$ cat src/rtl/vc_grant_issuer.sv
// Round-robin grant source: one-hot level grant held for a packet of pkt_len flits,
// released with a done/abort pulse, followed by a fixed idle gap before the next arbitration.
module vc_grant_issuer #(
  parameter  int NREQ  = 4,
  parameter  int LEN_W = 4,
  parameter  int GAP   = 1,
  localparam int ID_W  = (NREQ > 1) ? $clog2(NREQ) : 1
) (
  input  logic                  clk,
  input  logic                  clr_n,
  input  logic [NREQ-1:0]       req,
  input  logic [NREQ*LEN_W-1:0] pkt_len,
  input  logic                  flit_vld,
  output logic [NREQ-1:0]       gnt,
  output logic [ID_W-1:0]       gnt_id,
  output logic                  busy,
  output logic                  done,
  output logic                  abort
);

  localparam int IDX_W = ID_W + 1;
  localparam int GAP_W = (GAP > 1) ? $clog2(GAP) : 1;

  typedef enum logic [1:0] {
    S_IDLE  = 2'd0,
    S_GRANT = 2'd1,
    S_GAP   = 2'd2
  } state_t;

  state_t            state_reg, state_next;
  logic [NREQ-1:0]   gnt_reg, gnt_next;
  logic [ID_W-1:0]   gnt_id_reg, gnt_id_next;
  logic              busy_reg, busy_next;
  logic              done_reg, done_next;
  logic              abort_reg, abort_next;
  logic [ID_W-1:0]   rr_ptr_reg, rr_ptr_next;
  logic [LEN_W-1:0]  cnt_reg, cnt_next;
  logic [LEN_W-1:0]  len_m1_reg, len_m1_next;
  logic [GAP_W-1:0]  gap_cnt_reg, gap_cnt_next;

  logic [LEN_W-1:0]  len_field [NREQ];
  logic [LEN_W-1:0]  len_sel;
  logic              win_found;
  logic [ID_W-1:0]   win_id;
  logic [IDX_W-1:0]  scan_idx;
  logic              abort_cond;
  logic              done_cond;
  logic              gap_end;
  logic [ID_W-1:0]   rr_after;

  for (genvar gi = 0; gi < NREQ; gi++) begin : g_len
    assign len_field[gi] = pkt_len[gi*LEN_W +: LEN_W];
  end

  // Scan requesters starting at rr_ptr, wrapping modulo NREQ; first set bit wins.
  always_comb begin
    win_found = 1'b0;
    win_id    = '0;
    scan_idx  = '0;
    for (int k = 0; k < NREQ; k++) begin
      scan_idx = {1'b0, rr_ptr_reg} + IDX_W'(k);
      if (scan_idx >= IDX_W'(NREQ)) begin
        scan_idx = scan_idx - IDX_W'(NREQ);
      end
      if (!win_found && req[scan_idx[ID_W-1:0]]) begin
        win_found = 1'b1;
        win_id    = scan_idx[ID_W-1:0];
      end
    end
  end

  assign len_sel    = len_field[win_id];
  // Abort wins over completion when both occur on the same edge.
  assign abort_cond = (state_reg == S_GRANT) && !req[gnt_id_reg];
  assign done_cond  = (state_reg == S_GRANT) && req[gnt_id_reg] && flit_vld &&
                      (cnt_reg == len_m1_reg);
  assign gap_end    = (gap_cnt_reg == GAP_W'(GAP - 1));
  assign rr_after   = (gnt_id_reg == ID_W'(NREQ - 1)) ? '0 : gnt_id_reg + 1'b1;

  always_ff @(posedge clk or negedge clr_n) begin
    if (!clr_n) begin
      state_reg   <= S_IDLE;
      gnt_reg     <= '0;
      gnt_id_reg  <= '0;
      busy_reg    <= 1'b0;
      done_reg    <= 1'b0;
      abort_reg   <= 1'b0;
      rr_ptr_reg  <= '0;
      cnt_reg     <= '0;
      len_m1_reg  <= '0;
      gap_cnt_reg <= '0;
    end else begin
      state_reg   <= state_next;
      gnt_reg     <= gnt_next;
      gnt_id_reg  <= gnt_id_next;
      busy_reg    <= busy_next;
      done_reg    <= done_next;
      abort_reg   <= abort_next;
      rr_ptr_reg  <= rr_ptr_next;
      cnt_reg     <= cnt_next;
      len_m1_reg  <= len_m1_next;
      gap_cnt_reg <= gap_cnt_next;
    end
  end

  always_comb begin
    state_next = state_reg;
    case (state_reg)
      S_IDLE:  if (win_found) state_next = S_GRANT;
      S_GRANT: if (abort_cond || done_cond) state_next = S_GAP;
      S_GAP:   if (gap_end) state_next = S_IDLE;
      default: state_next = S_IDLE;
    endcase
  end

  always_comb begin
    gnt_next     = gnt_reg;
    gnt_id_next  = gnt_id_reg;
    busy_next    = busy_reg;
    done_next    = 1'b0;
    abort_next   = 1'b0;
    rr_ptr_next  = rr_ptr_reg;
    cnt_next     = cnt_reg;
    len_m1_next  = len_m1_reg;
    gap_cnt_next = gap_cnt_reg;
    case (state_reg)
      S_IDLE: begin
        if (win_found) begin
          gnt_next         = '0;
          gnt_next[win_id] = 1'b1;
          gnt_id_next      = win_id;
          busy_next        = 1'b1;
          cnt_next         = '0;
          // A zero-length packet is treated as one flit.
          len_m1_next      = (len_sel == '0) ? '0 : len_sel - 1'b1;
        end
      end
      S_GRANT: begin
        if (abort_cond || done_cond) begin
          gnt_next     = '0;
          busy_next    = 1'b0;
          abort_next   = abort_cond;
          done_next    = !abort_cond;
          rr_ptr_next  = rr_after;
          gap_cnt_next = '0;
        end else if (flit_vld) begin
          cnt_next = cnt_reg + 1'b1;
        end
      end
      S_GAP: begin
        if (!gap_end) begin
          gap_cnt_next = gap_cnt_reg + 1'b1;
        end
      end
      default: begin
        gnt_next  = '0;
        busy_next = 1'b0;
      end
    endcase
  end

  assign gnt    = gnt_reg;
  assign gnt_id = gnt_id_reg;
  assign busy   = busy_reg;
  assign done   = done_reg;
  assign abort  = abort_reg;

endmodule
$ cat config.mk
export PLATFORM = sky130hd
export DESIGN_NAME = vc_grant_issuer
export DESIGN_NICKNAME = d
export VERILOG_FILES = /design/src/rtl/vc_grant_issuer.sv
export SDC_FILE = /design/constraint.sdc
export NUM_CORES = 1
export LEC_CHECK = 0
export BUFFER_PORTS_ARGS = -buffer_cell sky130_fd_sc_hd__buf_2
export CORE_UTILIZATION = 54
export CTS_BUF_LIST = sky130_fd_sc_hd__clkbuf_2 sky130_fd_sc_hd__clkbuf_4 sky130_fd_sc_hd__clkbuf_8
export DETAILED_ROUTE_END_ITERATION = 16
export GPL_TIMING_DRIVEN = 0
export HOLD_SLACK_MARGIN = 0.02
export PLACE_DENSITY = 0.81
export SETUP_SLACK_MARGIN = 0.02
export SLEW_MARGIN = 20
export SYNTH_ARGS = -nofsm -noshare
export SYNTH_HDL_FRONTEND = slang
export SYNTH_SLANG_ARGS = --single-unit
$ cat constraint.sdc
create_clock -name clk -period 2.65 [get_ports clk]
set_input_delay 0.3975 -clock clk [delete_from_list [all_inputs] [get_ports clk]]
set_output_delay 0.3975 -clock clk [all_outputs]
set_load 0.1 [all_outputs]
== Word-level counts from Yosys, hierarchy flattened ==
Index checks and enable logic that the tools add are counted.

* Register bits after elaboration: 22
* Input port bits: 23

* $add $sub $neg: 11
* Order comparisons: 12
* Eq/ne operators: 9
* Muxes and demuxes: 49
* Bitwise logic cells: 2
* Reduce and logical (&&, ||, !) cells: 24

{| class="wikitable"
|+ Operators by type and width
! kind !! count
|-
| 4-bit two-way mux || 8
|-
| 2-bit two-way mux || 12
|-
| 2-bit by 3-bit < comparator with 1-bit output, second input constant || 6
|-
| 1-bit two-way mux || 17
|-
| 3-bit greater-or-equal comparator, second input constant || 4
|-
| 4-bit one-hot mux with 3 select lines || 1
|-
| 1-bit binary-select mux with 2-bit select || 5
|-
| 4-bit binary-select mux with 2-bit select || 1
|-
| 1-bit logical AND || 8
|-
| 2-bit inequality test, second input constant || 4
|-
| 4-bit one-hot mux with 2 select lines || 1
|-
| 2-bit by 1-bit subtractor with 2-bit output, second input constant || 4
|-
| 2-bit by 2-bit adder with 3-bit output, second input constant || 2
|-
| 2-bit one-hot mux with 3 select lines || 1
|-
| 2-bit AND reduction || 3
|-
| 3-bit AND reduction || 2
|-
| 1-bit logical NOT || 5
|-
| 4-bit by 1-bit adder with 4-bit output, second input constant || 1
|-
| 2-bit equality test, second input constant || 2
|-
| 4-bit equality test || 1
|-
| 4-bit logical NOT || 1
|-
| 4-bit AND reduction || 1
|-
| 2-bit nonzero test || 2
|-
| 4-bit by 1-bit subtractor with 4-bit output, second input constant || 1
|-
| 14 further kinds || 14
|}

== Depth between registers and ports, before layout ==
* Depth after elaboration: 20
* Depth in mapped cells: 7

== Least setup slack after synthesis ==
OpenSTA, ideal clock, no wires.

* Kind: register -> register
* Start: register gnt_id_reg[0] (netlist: gnt_id[0])
* End: register cnt_reg[3]
* Arrival time: 2.297 ns
* Required time: 2.515 ns
* Slack: 0.218 ns
* Stages on the path, launching flop included: 8
* Period minus slack after synthesis: 2.432 ns
* Path through: dfrtp_1 > mux4_1 > nand3_1 > a31oi_1 > clkbuf_1 > nand3_1 > xor2_1 > nor2_1

* Longest elaborated chain between the ends: 8
* Elaborated cells between the ends (all ways): 10
* Those cells by class: eq/ne: 1; mux: 2; reduce/logical: 7

{| class="wikitable"
|+ RTL lines
! what !! RTL line !! source
|-
| start: declaration || 32 || <nowiki>logic [ID_W-1:0] gnt_id_reg, gnt_id_next;</nowiki>
|-
| start signal: assignment || 95 || <nowiki>gnt_id_reg <= gnt_id_next;</nowiki>
|-
| 1-bit binary-select mux with 2-bit select * || 74, 75 ||
|-
| 1-bit two-way mux (implied by the code) * || 74, 75 ||
|-
| 1-bit logical AND (3 in series) || 75 || <nowiki>assign done_cond = (state_reg == S_GRANT) && req[gnt_id_reg] && flit_vld &&</nowiki>
|-
| 1-bit logical OR * || 139 || <nowiki>if (abort_cond || done_cond) begin</nowiki>
|-
| 2-bit inequality test (no source line) * || -- ||
|-
| 4-bit AND reduction (no source line) * || -- ||
|-
| end signal: assignment || 100 || <nowiki>cnt_reg <= cnt_next;</nowiki>
|-
| end: declaration || 37 || <nowiki>logic [LEN_W-1:0] cnt_reg, cnt_next;</nowiki>
|}

Mark *: on every way between the ends. The rest lies on a longest branch, timed or not. The select of a mux whose other input is x is not followed.
A chain may end at the register's enable or synchronous reset.

== Worst setup path in the final report ==
* Start: register rr_ptr_reg[1]
* End: register len_m1_reg[2]

* Longest elaborated chain between the ends: 20
* Elaborated cells between the ends (all ways): 45
* Those cells by class: add/sub: 8; order compare: 4; mux: 24; bitwise: 1; reduce/logical: 8

{| class="wikitable"
|+ RTL lines
! what !! RTL line !! source
|-
| start: declaration || 36 || <nowiki>logic [ID_W-1:0] rr_ptr_reg, rr_ptr_next;</nowiki>
|-
| start signal: assignment || 99 || <nowiki>rr_ptr_reg <= rr_ptr_next;</nowiki>
|-
| parallel branches: the longest is 20 deep, another holds 2-bit by 1-bit adder with 3-bit output || -- ||
|-
| end signal: assignment || 101 || <nowiki>len_m1_reg <= len_m1_next;</nowiki>
|-
| end: declaration || 38 || <nowiki>logic [LEN_W-1:0] len_m1_reg, len_m1_next;</nowiki>
|}

Several ways; the timed one is not identified. The select of a mux whose other input is x is not followed.

==> impl_metrics.tcl <==
set metrics [dict create \
    fillers 194 \
    grt_usage_pct 22.7 \
    num_antenna_cells 0 \
    post-route-drc-count 0 \
    via_per_inst 5.81 \
    post_cts_buffers 0 \
    clk_latency_ns 0.31 \
    tns_ns 0 \
    end_kind "flip-flop" \
    reg2reg_from "rr_ptr_reg[1]$_DFFE_PN0P_" \
    cp-startpoint "rr_ptr_reg[1]$_DFFE_PN0P_" \
    grt_pass1_vias 1033 \
    drive_above_1_share_pct 28.4 \
    drt_wl_total_um 2450 \
    antenna_found_initial 0 \
    dr.first_iter.drc_count 15 \
    ff_latch_area_um2 526 \
    cts_tree "yes" \
    critPathCapture "len_m1_reg[2]$_DFFE_PN0P_" \
    synth_edf_count 0 \
    start_util_pct 57.1 \
    cts_hold_buf 0 \
    tightest_slew_ns 0.522 \
    clock.fmax_ghz 0.428 \
    pwr_density_cell_mw_per_mm2 1310 \
    core-area_mm2 0.00221 \
    cap_violations 0 \
    async_reset_ff_share_pct 100 \
    synth_nets 152 \
    overflow 0 \
    ctsResizeCount 0 \
    reg2reg_to "len_m1_reg[2]$_DFFE_PN0P_" \
    maxSlewViolCount 0 \
    synth.avg_cell_area_um2 9.95 \
    drt-wirelength-per-cell_um 12.9 \
    cellLeakagePower_nw 0.741 \
    synth.ff_latch_count 21 \
    cp.arrival_ns 2.58 \
    rsz0062_at_grt "no" \
    hp-class "primary input to async pin" \
    min_period_ns 2.33 \
    grt_max_degree 22 \
    final_common_cell "buf_2" \
    ctsLongestPathBuffers 2 \
    worstSetupPathType "flip-flop to flip-flop" \
    dieArea_mm2 0.00254 \
    ys_types 41 \
    synth-main-ff-cell "dfrtp_1" \
    peakVddDrop_v 0.000704 \
    multiInputGateArea_um2 696 \
    setup-violations-final 0 \
    setup.worst_path.start_class "flip-flop" \
    skew_ns 0.00884 \
    rr_worst_depth 7 \
    antenna_left 0 \
    htreeDepth 1 \
    pre_cts_slack_ns 0.288 \
    syn_inst 127 \
    cts_buffers 3 \
    status "completed" \
    firstDrtPassIters 4 \
    grt_first_pass_wirelength_um 4270 \
    hold_violations 0 \
    nets 188 \
    clk_pin_slew_ns 0.11 \
    r2r_slack_ns 0.32 \
    ios 32 \
    dp_hpwl_um 1900 \
    clock-sinks 21 \
    postLayoutSetupSlackWorst_ns 0.316 \
    fin_crit_sh_pct 88.1 \
    gp_congestion 0.807 \
    row_count 17 \
    syn_to_final_growth_pct 17.4 \
    die_w_um 50.4 \
    root_buffer "clkbuf_4" \
    vias 1103 \
    most-common-layout-cells "32 x buf_2, 21 x dfrtp_1, 18 x nand2_1" \
    finalPower_mw 1.94 \
    ys_seq_area_share_pct 41.6 \
    synthesis.area_mm2 0.00126 \
    relSlewSlack_pct 65.1 \
    cp.required_ns 2.90 \
    port_buffers 31 \
    die_h_um 50.4 \
    crit_path_max_fanout 10 \
    ys_warn_count 0 \
]
==> power breakdown <==
part | total (mW) | switching, mW | internal, mW
sequential | 0.583 | 0.130 | 0.453
combinational | 1.20 | 0.830 | 0.367
clock | 0.165 | 0.0955 | 0.0691
total | 1.94 | 1.05 | 0.889
==> metrics by stage <==
| step | utilization [%] | hold WS, ns | instances | cell area (µm²) |
|---|---|---|---|---|
| after floorplan | - | 0.102 | 127 | 1260 |
| after global placement | 65.7 | 0.365 | 186 | 1450 |
| after detailed placement | 65.7 | 0.369 | 186 | 1450 |
| after CTS | 67.1 | 0.0217 | 190 | 1480 |
| after global routing | 67.1 | 0.0526 | 190 | 1480 |
| final | 67.1 | 0.0124 | 190 | 1480 |
==> synth_stat cells, drive strengths merged (2+ instances only) <==
master | number | share of area (%)
dfrtp | 21 | 42
nand2 | 18 | 5.3
mux2i | 13 | 11
a21oi | 8 | 3.2
o21ai | 8 | 3.2
nor2 | 7 | 2.1
xor2 | 5 | 3.5
nand3 | 4 | 1.6
clkbuf | 3 | 0.89
inv | 3 | 0.89
mux2 | 3 | 2.7
o211ai | 3 | 2.2
buf | 2 | 1.6
ha | 2 | 2.0
nor3 | 2 | 0.79
o311ai | 2 | 1.4
or2 | 2 | 0.99
==> kinds of logic (layout without fill, tap and decap cells) <==
group	Yosys count	count (layout)	share of synthesized area [%]
simple gates	42	42	16.2
compound gates	31	31	16.6
flops	21	21	41.6
mux	17	17	16.0
buf+inv	8	43	3.37
xor+xnor	6	6	4.16
fa+ha+maj	2	2	1.98
==> worst min path at each step <==
stage                      from                   endpoint  slack, ns  cells past startpoint
final                     clr_n     cnt_reg[1]$_DFFE_PN0P_       0.01                      1
after global routing      clr_n     cnt_reg[1]$_DFFE_PN0P_       0.05                      1
after CTS                 clr_n  len_m1_reg[3]$_DFFE_PN0P_       0.02                      1
after detailed placement  clr_n            abort$_DFF_PN0_       0.37                      1
after global placement    clr_n            abort$_DFF_PN0_       0.36                      1
after floorplan           clr_n            abort$_DFF_PN0_       0.10                      0
==> routing by layer <==
layer	wire [µm]	global-route usage (%)	up-vias
met5	0	0	-
met4	59	12.5	0
met3	108	2.73	7
met2	1170	37.8	38
met1	1110	28.4	523
li1	-	-	535
==> critical path, cell delays in order (launching register included) <==
cell	delay, ns
dfrtp_1	0.47
or3b_1	0.44
o221ai_2	0.13
buf_8	0.19
mux2i_1	0.22
mux2i_1	0.15
or4b_1	0.54
o211ai_2	0.14
==> cell type report <==
cell class	count	share of cell area, %
flip-flops and latches	21	35.4
plain buffers	5	2.11
inverters	3	0.759
repair buffers	31	10.5
well taps	28	2.36
clock buffers	4	2.02
multi-input cells	98	46.9
Note: power is estimated with default switching activity, not from simulation.
